### src/rtl/serial_sub_ctrl_if.sv
// Handshake bundle for the bit-serial subtractor controller.
// Upstream operand channel, downstream result channel and busy flag.
interface serial_sub_ctrl_if #(
    parameter int WIDTH = 8
);
    logic             in_valid;
    logic             in_ready;
    logic [WIDTH-1:0] in_a;
    logic [WIDTH-1:0] in_b;
    logic             in_bin;
    logic             out_valid;
    logic             out_ready;
    logic [WIDTH-1:0] out_diff;
    logic             out_bout;
    logic             busy;

    modport slave (
        input  in_valid,
        input  in_a,
        input  in_b,
        input  in_bin,
        input  out_ready,
        output in_ready,
        output out_valid,
        output out_diff,
        output out_bout,
        output busy
    );

    modport master (
        output in_valid,
        output in_a,
        output in_b,
        output in_bin,
        output out_ready,
        input  in_ready,
        input  out_valid,
        input  out_diff,
        input  out_bout,
        input  busy
    );
endinterface

### src/rtl/serial_sub_ctrl.sv
// Bit-serial subtractor: one full-subtractor cell, LSB first,
// wrapped in an IDLE/RUN/DONE valid-ready controller.
module serial_sub_ctrl #(
    parameter int WIDTH = 8
) (
    input logic              clk,
    input logic              rst,
    serial_sub_ctrl_if.slave bus
);
    localparam int CW = $clog2(WIDTH + 1);
    localparam logic [CW-1:0] LAST = CW'(WIDTH - 1);

    typedef enum logic [1:0] {
        IDLE,
        RUN,
        DONE
    } state_t;

    state_t           state;
    logic [WIDTH-1:0] sh_a;
    logic [WIDTH-1:0] sh_b;
    logic [WIDTH-1:0] res;
    logic [WIDTH-1:0] res_nx;
    logic [CW-1:0]    cnt;
    logic             br;
    logic             d;
    logic             br_nx;

    // The single subtractor cell; the new bit enters res at the MSB.
    always_comb begin
        d      = sh_a[0] ^ sh_b[0] ^ br;
        br_nx  = (~sh_a[0] & sh_b[0])
               | (~(sh_a[0] ^ sh_b[0]) & br);
        res_nx = (res >> 1)
               | (WIDTH'(d) << (WIDTH - 1));
    end

    always_ff @(posedge clk) begin
        if (rst) begin
            state         <= IDLE;
            sh_a          <= '0;
            sh_b          <= '0;
            res           <= '0;
            cnt           <= '0;
            br            <= 1'b0;
            bus.in_ready  <= 1'b1;
            bus.out_valid <= 1'b0;
            bus.busy      <= 1'b0;
            bus.out_diff  <= '0;
            bus.out_bout  <= 1'b0;
        end else begin
            unique case (state)
                IDLE: begin
                    if (bus.in_valid) begin
                        sh_a         <= bus.in_a;
                        sh_b         <= bus.in_b;
                        br           <= bus.in_bin;
                        cnt          <= '0;
                        res          <= '0;
                        state        <= RUN;
                        bus.in_ready <= 1'b0;
                        bus.busy     <= 1'b1;
                    end
                end
                RUN: begin
                    res  <= res_nx;
                    br   <= br_nx;
                    sh_a <= sh_a >> 1;
                    sh_b <= sh_b >> 1;
                    cnt  <= cnt + 1'b1;
                    if (cnt == LAST) begin
                        state         <= DONE;
                        bus.out_diff  <= res_nx;
                        bus.out_bout  <= br_nx;
                        bus.out_valid <= 1'b1;
                    end
                end
                DONE: begin
                    if (bus.out_ready) begin
                        state         <= IDLE;
                        bus.out_valid <= 1'b0;
                        bus.in_ready  <= 1'b1;
                        bus.busy      <= 1'b0;
                    end
                end
                default: begin
                    state         <= IDLE;
                    bus.out_valid <= 1'b0;
                    bus.in_ready  <= 1'b1;
                    bus.busy      <= 1'b0;
                end
            endcase
        end
    end
endmodule

### src/flat_wrapper.sv
// flat-port wrapper written by rule: the top's interface ports become plain ports
module serial_sub_ctrl_flat 
#(
    parameter int WIDTH = 8
)
  (clk, rst, bus_in_valid, bus_in_a, bus_in_b, bus_in_bin, bus_out_ready, bus_in_ready, bus_out_valid, bus_out_diff, bus_out_bout, bus_busy);
  serial_sub_ctrl_if #(.WIDTH(WIDTH)) bus_i ();
  input logic clk;
  input logic rst;
  input wire logic [$bits(bus_i.in_valid)-1:0] bus_in_valid;
  input wire logic [$bits(bus_i.in_a)-1:0] bus_in_a;
  input wire logic [$bits(bus_i.in_b)-1:0] bus_in_b;
  input wire logic [$bits(bus_i.in_bin)-1:0] bus_in_bin;
  input wire logic [$bits(bus_i.out_ready)-1:0] bus_out_ready;
  output wire logic [$bits(bus_i.in_ready)-1:0] bus_in_ready;
  output wire logic [$bits(bus_i.out_valid)-1:0] bus_out_valid;
  output wire logic [$bits(bus_i.out_diff)-1:0] bus_out_diff;
  output wire logic [$bits(bus_i.out_bout)-1:0] bus_out_bout;
  output wire logic [$bits(bus_i.busy)-1:0] bus_busy;
  assign bus_i.in_valid = bus_in_valid;
  assign bus_i.in_a = bus_in_a;
  assign bus_i.in_b = bus_in_b;
  assign bus_i.in_bin = bus_in_bin;
  assign bus_i.out_ready = bus_out_ready;
  assign bus_in_ready = bus_i.in_ready;
  assign bus_out_valid = bus_i.out_valid;
  assign bus_out_diff = bus_i.out_diff;
  assign bus_out_bout = bus_i.out_bout;
  assign bus_busy = bus_i.busy;
  serial_sub_ctrl #(.WIDTH(WIDTH)) u_core (.clk(clk), .rst(rst), .bus(bus_i));
endmodule
### config.mk
export PLATFORM = sky130hd
export DESIGN_NAME = serial_sub_ctrl_flat
export DESIGN_NICKNAME = d
export VERILOG_FILES = /design/src/rtl/serial_sub_ctrl_if.sv /design/src/rtl/serial_sub_ctrl.sv /design/src/flat_wrapper.sv
export SDC_FILE = /design/constraint.sdc
export NUM_CORES = 1
export LEC_CHECK = 0
export BUFFER_PORTS_ARGS = -buffer_cell sky130_fd_sc_hd__clkbuf_2
export CELL_PAD_IN_SITES_DETAIL_PLACEMENT = 2
export CELL_PAD_IN_SITES_GLOBAL_PLACEMENT = 2
export CORE_ASPECT_RATIO = 2
export CORE_MARGIN = 2
export CORE_UTILIZATION = 34
export DETAILED_ROUTE_END_ITERATION = 12
export PLACE_DENSITY_LB_ADDON = 0.1
export SYNTH_ARGS = -nofsm -noshare
export SYNTH_HDL_FRONTEND = slang
export SYNTH_SLANG_ARGS = --single-unit
### constraint.sdc
create_clock -name clk -period 1.9 [get_ports clk]
set_input_delay 0.38 -clock clk [delete_from_list [all_inputs] [get_ports clk]]
set_output_delay 0.38 -clock clk [all_outputs]
set_load 0.02 [all_outputs]
==> out/results.ini, run 1 <==
[clock_network]
cts.htree.levels=2
clock_latency_ns=0.28
cts_setup_buffers=0
cts_root_buf=clkbuf_16
clk_pin_slew_ns=0.06
cts.sinks=42
cts_hold_buf=0
cts_made_buffers=5
cts_resized=0
clockBufferDepth=2
cts_tree=built

[floorplan]
dieArea_mm2=0.00642
dieHeight_um=111
fp.dieW_um=57.7
start_util=0.346
rows=39
io_pins=33
coreArea_mm2=0.00566

[detailed_routing]
drt_first_pass_iters=4
drt_iter0_markers=18
met3_length_um=132
route.met2.wl_um=2840
wire_per_inst_um=16.4
drt-total-wl_um=4940
antenna_left=0
drt-met1-wl_um=1880
vias=1606
drc_errors=0
viasPerCell=5.34
top_layer=met4

[timing]
finalSetupTns_ns=0
fin_worst_skew_ns=0.00241
period_minus_slack_ns=1.68
final-setup-viol-count=0
final.period_utilization=0.887
drv_slew=0
slew_headroom=0.541
finalHoldViolations=0
clock.fmax_ghz=0.594
worst_slew_pin_slew_ns=0.686
fin_ws_ns=0.215
rsz0062_at_grt=false

[critical_path]
path_max_fanout=9
ff2ff_path_depth=5
critical_path_class=flip-flop to flip-flop
r2r_setup_slack_ns=0.22
required_ns=2.07
cp-start-kind=flip-flop
crit_path_end_kind=flip-flop
cp_data_arrival_time_ns=1.85
timing.rr.end=u_core.bus.out_bout
r2r-start=u_core.cnt[0]

[placement]
place.gp.congestion=0.666
place_hpwl_um=3650
placed_area_mm2=0.00217
place_ws_ns=0.190
portBuffers=32

[final_layout]
utilization=0.412
layout-drive-gt1-share=0.250
syn_to_final_growth_pct=19.2
antenna_cells=0
fillers=633
design_area_mm2=0.00233
final_net_count=262

[synthesis]
ys_types=35
ys_warn_count=0
synth.top_cells.by_count=dfxtp_1, nor2_1, nand2b_1
dominantRegCellSynth=dfxtp_1
ys_ff_latch=42
synthArstFlopShare=0
avgSynthCellArea_um2=9.37
syn_area_mm2=0.00196
postSynthCellCount=209
syn_nets=232
synth_edf_count=0
synth_top_area_frac=0.429
yosysSeqAreaShare=0.429
synth_area_leaders=dfxtp_1, nand2b_1, nor2_1
synth.most_common_cell=dfxtp_1
synth_area_leader_cell=dfxtp_1

[pwr]
ir_drop_mv=0.677
p_leak_nw=0.921
power.density_mw_per_mm2=924

[grt]
grt_pass1_vias=1756
grt_max_degree=40
overflow=0
grt_pass1_wl_um=8360
track_usage=0.168
antenna_found_initial=0

[hold_path]
min_path_type=input port to flip-flop
hold_depth=3
hold_end=u_core.sh_a[7]
hold_start=bus_in_a[7]

[job]
maxCapViolCount=0

[run_status]
outcome=finished, final reports clean

[critical path, cell delays in order, from the launching register on]
cell	delay, ns
dfxtp_1	0.38
ha_1	0.22
nand2_1	0.12
nor4b_2	0.37
buf_12	0.19
mux2_4	0.29
[final cells by class]
type | count | area [µm²] | share of cell area
Clock buffer | 5 | 125 | 0.0536
Clock inverter | 3 | 40.0 | 0.0171
Inverter | 13 | 48.8 | 0.0209
Multi-Input combinational cell | 138 | 966 | 0.414
Sequential cell | 42 | 841 | 0.360
Tap cell | 61 | 76.3 | 0.0327
Timing Repair Buffer | 39 | 238 | 0.102
[cells in the final DEF, fill, tap and decap left out, types with 8 or more instances in the layout]
| cell | count |
|---|---|
| clkbuf_2 | 32 |
| nor2_1 | 28 |
| mux2i_1 | 9 |
| a22o_1 | 9 |
| a22oi_1 | 10 |
| a21oi_1 | 10 |
| inv_1 | 13 |
| nand2_1 | 8 |
| dfxtp_1 | 42 |
| nand2b_1 | 22 |
[through the flow]
stage	cells	power, mW	hold slack (ns)
after floorplan	209	1.15	0.450
after global placement	293	1.20	0.447
after detailed placement	293	1.22	0.454
after CTS	301	2.19	0.343
after global routing	301	2.25	0.363
final	301	2.16	0.345
[metal layers]
metal / up-vias / global-route usage
li1: 786 / -
met1: 786 / 0.182
met2: 28 / 0.311
met3: 6 / 0.0257
met4: 0 / 0.0651
met5: - / 0
[worst max path at each step]
stage,startpoint,endpoint,slack (ns)
after floorplan,u_core.cnt[0],u_core.bus.out_bout,0.45
after global placement,bus_in_valid,u_core.sh_b[7],0.31
after detailed placement,u_core.cnt[0],u_core.bus.out_bout,0.19
after CTS,u_core.cnt[0],u_core.bus.out_bout,0.18
after global routing,u_core.cnt[0],u_core.bus.out_bout,0.09
final,u_core.cnt[0],u_core.bus.out_bout,0.22
[flip-flops by register name (all words and copies together) (netlist names)]
signal / flops
u_core.bus.in_ready: 1
u_core.res: 7
u_core.bus.out_valid: 1
u_core.bus.busy: 1
u_core.br: 1
u_core.state: 2
u_core.bus.out_diff: 8
u_core.sh_b: 8
u_core.sh_a: 8
u_core.cnt: 4
u_core.bus.out_bout: 1
[where the power goes]
| group | switching, mW | total (mW) | internal [mW] |
|---|---|---|---|
| Sequential | 0.0214 | 0.944 | 0.923 |
| Clock | 0.346 | 0.961 | 0.615 |
| Combinational | 0.141 | 0.253 | 0.113 |
[cells by family (layout without fill, tap and decap cells)]
kind of cell,Yosys count,count (layout),share of synthesized area
AOI/OAI and AO/OA,47,47,0.206
buffers and inverters,29,60,0.0773
adders and majority gates,2,2,0.0166
DFF,42,42,0.429
muxes,10,10,0.0537
and+or+nand+nor,79,79,0.217
Power figures use the tool's default switching activity.
==> run 2: changes to the inputs <==
==> constraint.sdc (replaced) <==
create_clock -name clk -period 1.9 [get_ports clk]
set_input_delay 0.095 -clock clk [delete_from_list [all_inputs] [get_ports clk]]
set_output_delay 0.095 -clock clk [all_outputs]
set_load 0.02 [all_outputs]
==> run 2 against run 1 <==
Wire length decreased by 1.6%. Die area unchanged. Final area decreased by 1.6%. Utilization decreased by 0.66 points. Power decreased by 7.0%. Sequential cell count unchanged. Worst hold slack got worse by 0.28 ns. Sequential share of layout area increased by 0.59 points.
==> out/results.ini, run 2 (synthesis results as in run 1) <==
[timing]
slew_headroom=0.566  ; was 0.541
fin_worst_skew_ns=0.00544  ; was 0.00241 ns
final.period_utilization=0.851  ; was 0.887
rsz0062_at_grt=false  ; unchanged
drv_slew=0  ; unchanged
finalHoldViolations=0  ; unchanged
clock.fmax_ghz=0.618  ; was 0.594 GHz
worst_slew_pin_slew_ns=0.650  ; was 0.686 ns
final-setup-viol-count=0  ; unchanged
finalSetupTns_ns=0  ; unchanged
hold_slack_ns=0.0657  ; was 0.345 ns
period_minus_slack_ns=1.62  ; was 1.68 ns

[clock_network]
cts.sinks=42  ; unchanged
cts.htree.levels=2  ; unchanged
cts_made_buffers=5  ; unchanged
clock_latency_ns=0.28  ; about the same
clockBufferDepth=2  ; unchanged
cts_hold_buf=0  ; unchanged
cts_setup_buffers=0  ; unchanged
clk_pin_slew_ns=0.06  ; about the same
cts_root_buf=clkbuf_16  ; unchanged
cts_tree=built  ; unchanged
cts_resized=0  ; unchanged

[critical_path]
cpPeakStageDelay_ns=0.38  ; about the same
crit_path_end_kind=flip-flop  ; unchanged
cp-start-kind=flip-flop  ; unchanged
cp_data_arrival_time_ns=1.79  ; was 1.85 ns
slowest_stage=dfxtp_1  ; unchanged
path_max_fanout=9  ; unchanged
required_ns=2.07  ; about the same
critical_path_class=flip-flop to flip-flop  ; unchanged
critPathBufInv=1  ; unchanged
path_cells=ha_1 > nand2_1 > nor4b_2 > buf_12 > mux2_4  ; unchanged
cp_top_family=simple AND/OR/NAND/NOR gates  ; unchanged

[final_layout]
syn_to_final_growth_pct=17.3  ; was 19.2%
design_area_mm2=0.00230  ; was 0.00233 mm²
utilization=0.406  ; was 0.412
antenna_cells=0  ; unchanged
final_cell_mix=dfxtp_1, clkbuf_2, nor2_1  ; unchanged
reg_top3=u_core.bus.out_diff: 8 flops, u_core.sh_a: 8 flops, u_core.sh_b: 8 flops  ; unchanged
fillers=648  ; was 633
layout-drive-gt1-share=0.244  ; was 0.250
ff_latch_area_um2=841  ; unchanged
final_common_cell=dfxtp_1  ; unchanged
multi_input_area_um2=966  ; unchanged
final_net_count=261  ; was 262

[pwr]
total_power_mw=2.01  ; was 2.16 mW
ir_drop_mv=0.951  ; was 0.677 mV
p_leak_nw=0.902  ; was 0.921 nW
power.density_mw_per_mm2=874  ; was 924 mW/mm²

[run_status]
outcome=finished, final reports clean  ; unchanged

[floorplan]
start_util=0.346  ; unchanged
fp.dieW_um=57.7  ; unchanged
coreArea_mm2=0.00566  ; unchanged
dieHeight_um=111  ; unchanged
dieArea_mm2=0.00642  ; unchanged
rows=39  ; unchanged
io_pins=33  ; unchanged

[placement]
place_hpwl_um=3570  ; was 3650 µm
place.gp.congestion=0.657  ; was 0.666
portBuffers=32  ; unchanged
placed_area_mm2=0.00216  ; was 0.00217 mm²

[detailed_routing]
drt_iter0_markers=27  ; was 18
vias=1599  ; was 1606
drc_errors=0  ; unchanged
wire_per_inst_um=16.3  ; was 16.4 µm
drt_first_pass_iters=4  ; unchanged
antenna_left=0  ; unchanged
viasPerCell=5.35  ; was 5.34
drt-total-wl_um=4860  ; was 4940 µm

[grt]
grt_pass1_wl_um=8170  ; was 8360 µm
track_usage=0.166  ; was 0.168
overflow=0  ; unchanged
grt_max_degree=39  ; was 40
antenna_found_initial=0  ; unchanged
grt_pass1_vias=1736  ; was 1756

[hold_path]
min_path_type=input port to flip-flop  ; unchanged

[job]
maxCapViolCount=0  ; unchanged

run 2: area by class of cell:
type | instances | area share
clock buffer | 5 | 0.0545
sequential | 42 | 0.366
multi-input combinational | 138 | 0.420
inverter | 13 | 0.0212
tap | 61 | 0.0332
timing repair buffer | 38 | 0.100
clock inverter | 2 | 0.00436
run 2: worst min-delay path: stages:
cell	delay [ns]
clkbuf_2	0.07
a22oi_1	0.05
nor2_1	0.09
run 2: layer usage:
| metal | share of wire | GRT usage |
|---|---|---|
| met5 | 0 | 0 |
| met2 | 0.58 | 0.323 |
| met3 | 0.033 | 0.0385 |
| met1 | 0.37 | 0.162 |
| met4 | 0.015 | 0.0558 |
run 2: report_power, final:
group,internal (mW),switching (mW)
logic,0.112,0.138
clock network,0.474,0.338
registers,0.923,0.0219
total,1.51,0.498
run 2: path summary, 6_finish.rpt:
path	startpoint	end	slack, ns	cells after the start
min reg2reg	u_core.bus.out_diff[3]	u_core.bus.out_diff[3]	0.47	2
max reg2reg	u_core.cnt[1]	u_core.bus.out_bout	0.28	5
max	u_core.cnt[1]	u_core.bus.out_bout	0.28	5
min	bus_in_b[7]	u_core.sh_b[7]	0.07	3
run 2: through the flow:
| stage | std cells | setup WS, ns |
|---|---|---|
| 2_1_floorplan | 209 | 0.447 |
| 3_3_place_gp | 292 | 0.329 |
| 3_5_place_dp | 292 | 0.285 |
| 4_1_cts | 299 | 0.272 |
| 5_1_grt | 299 | 0.183 |
| 6_report | 299 | 0.282 |
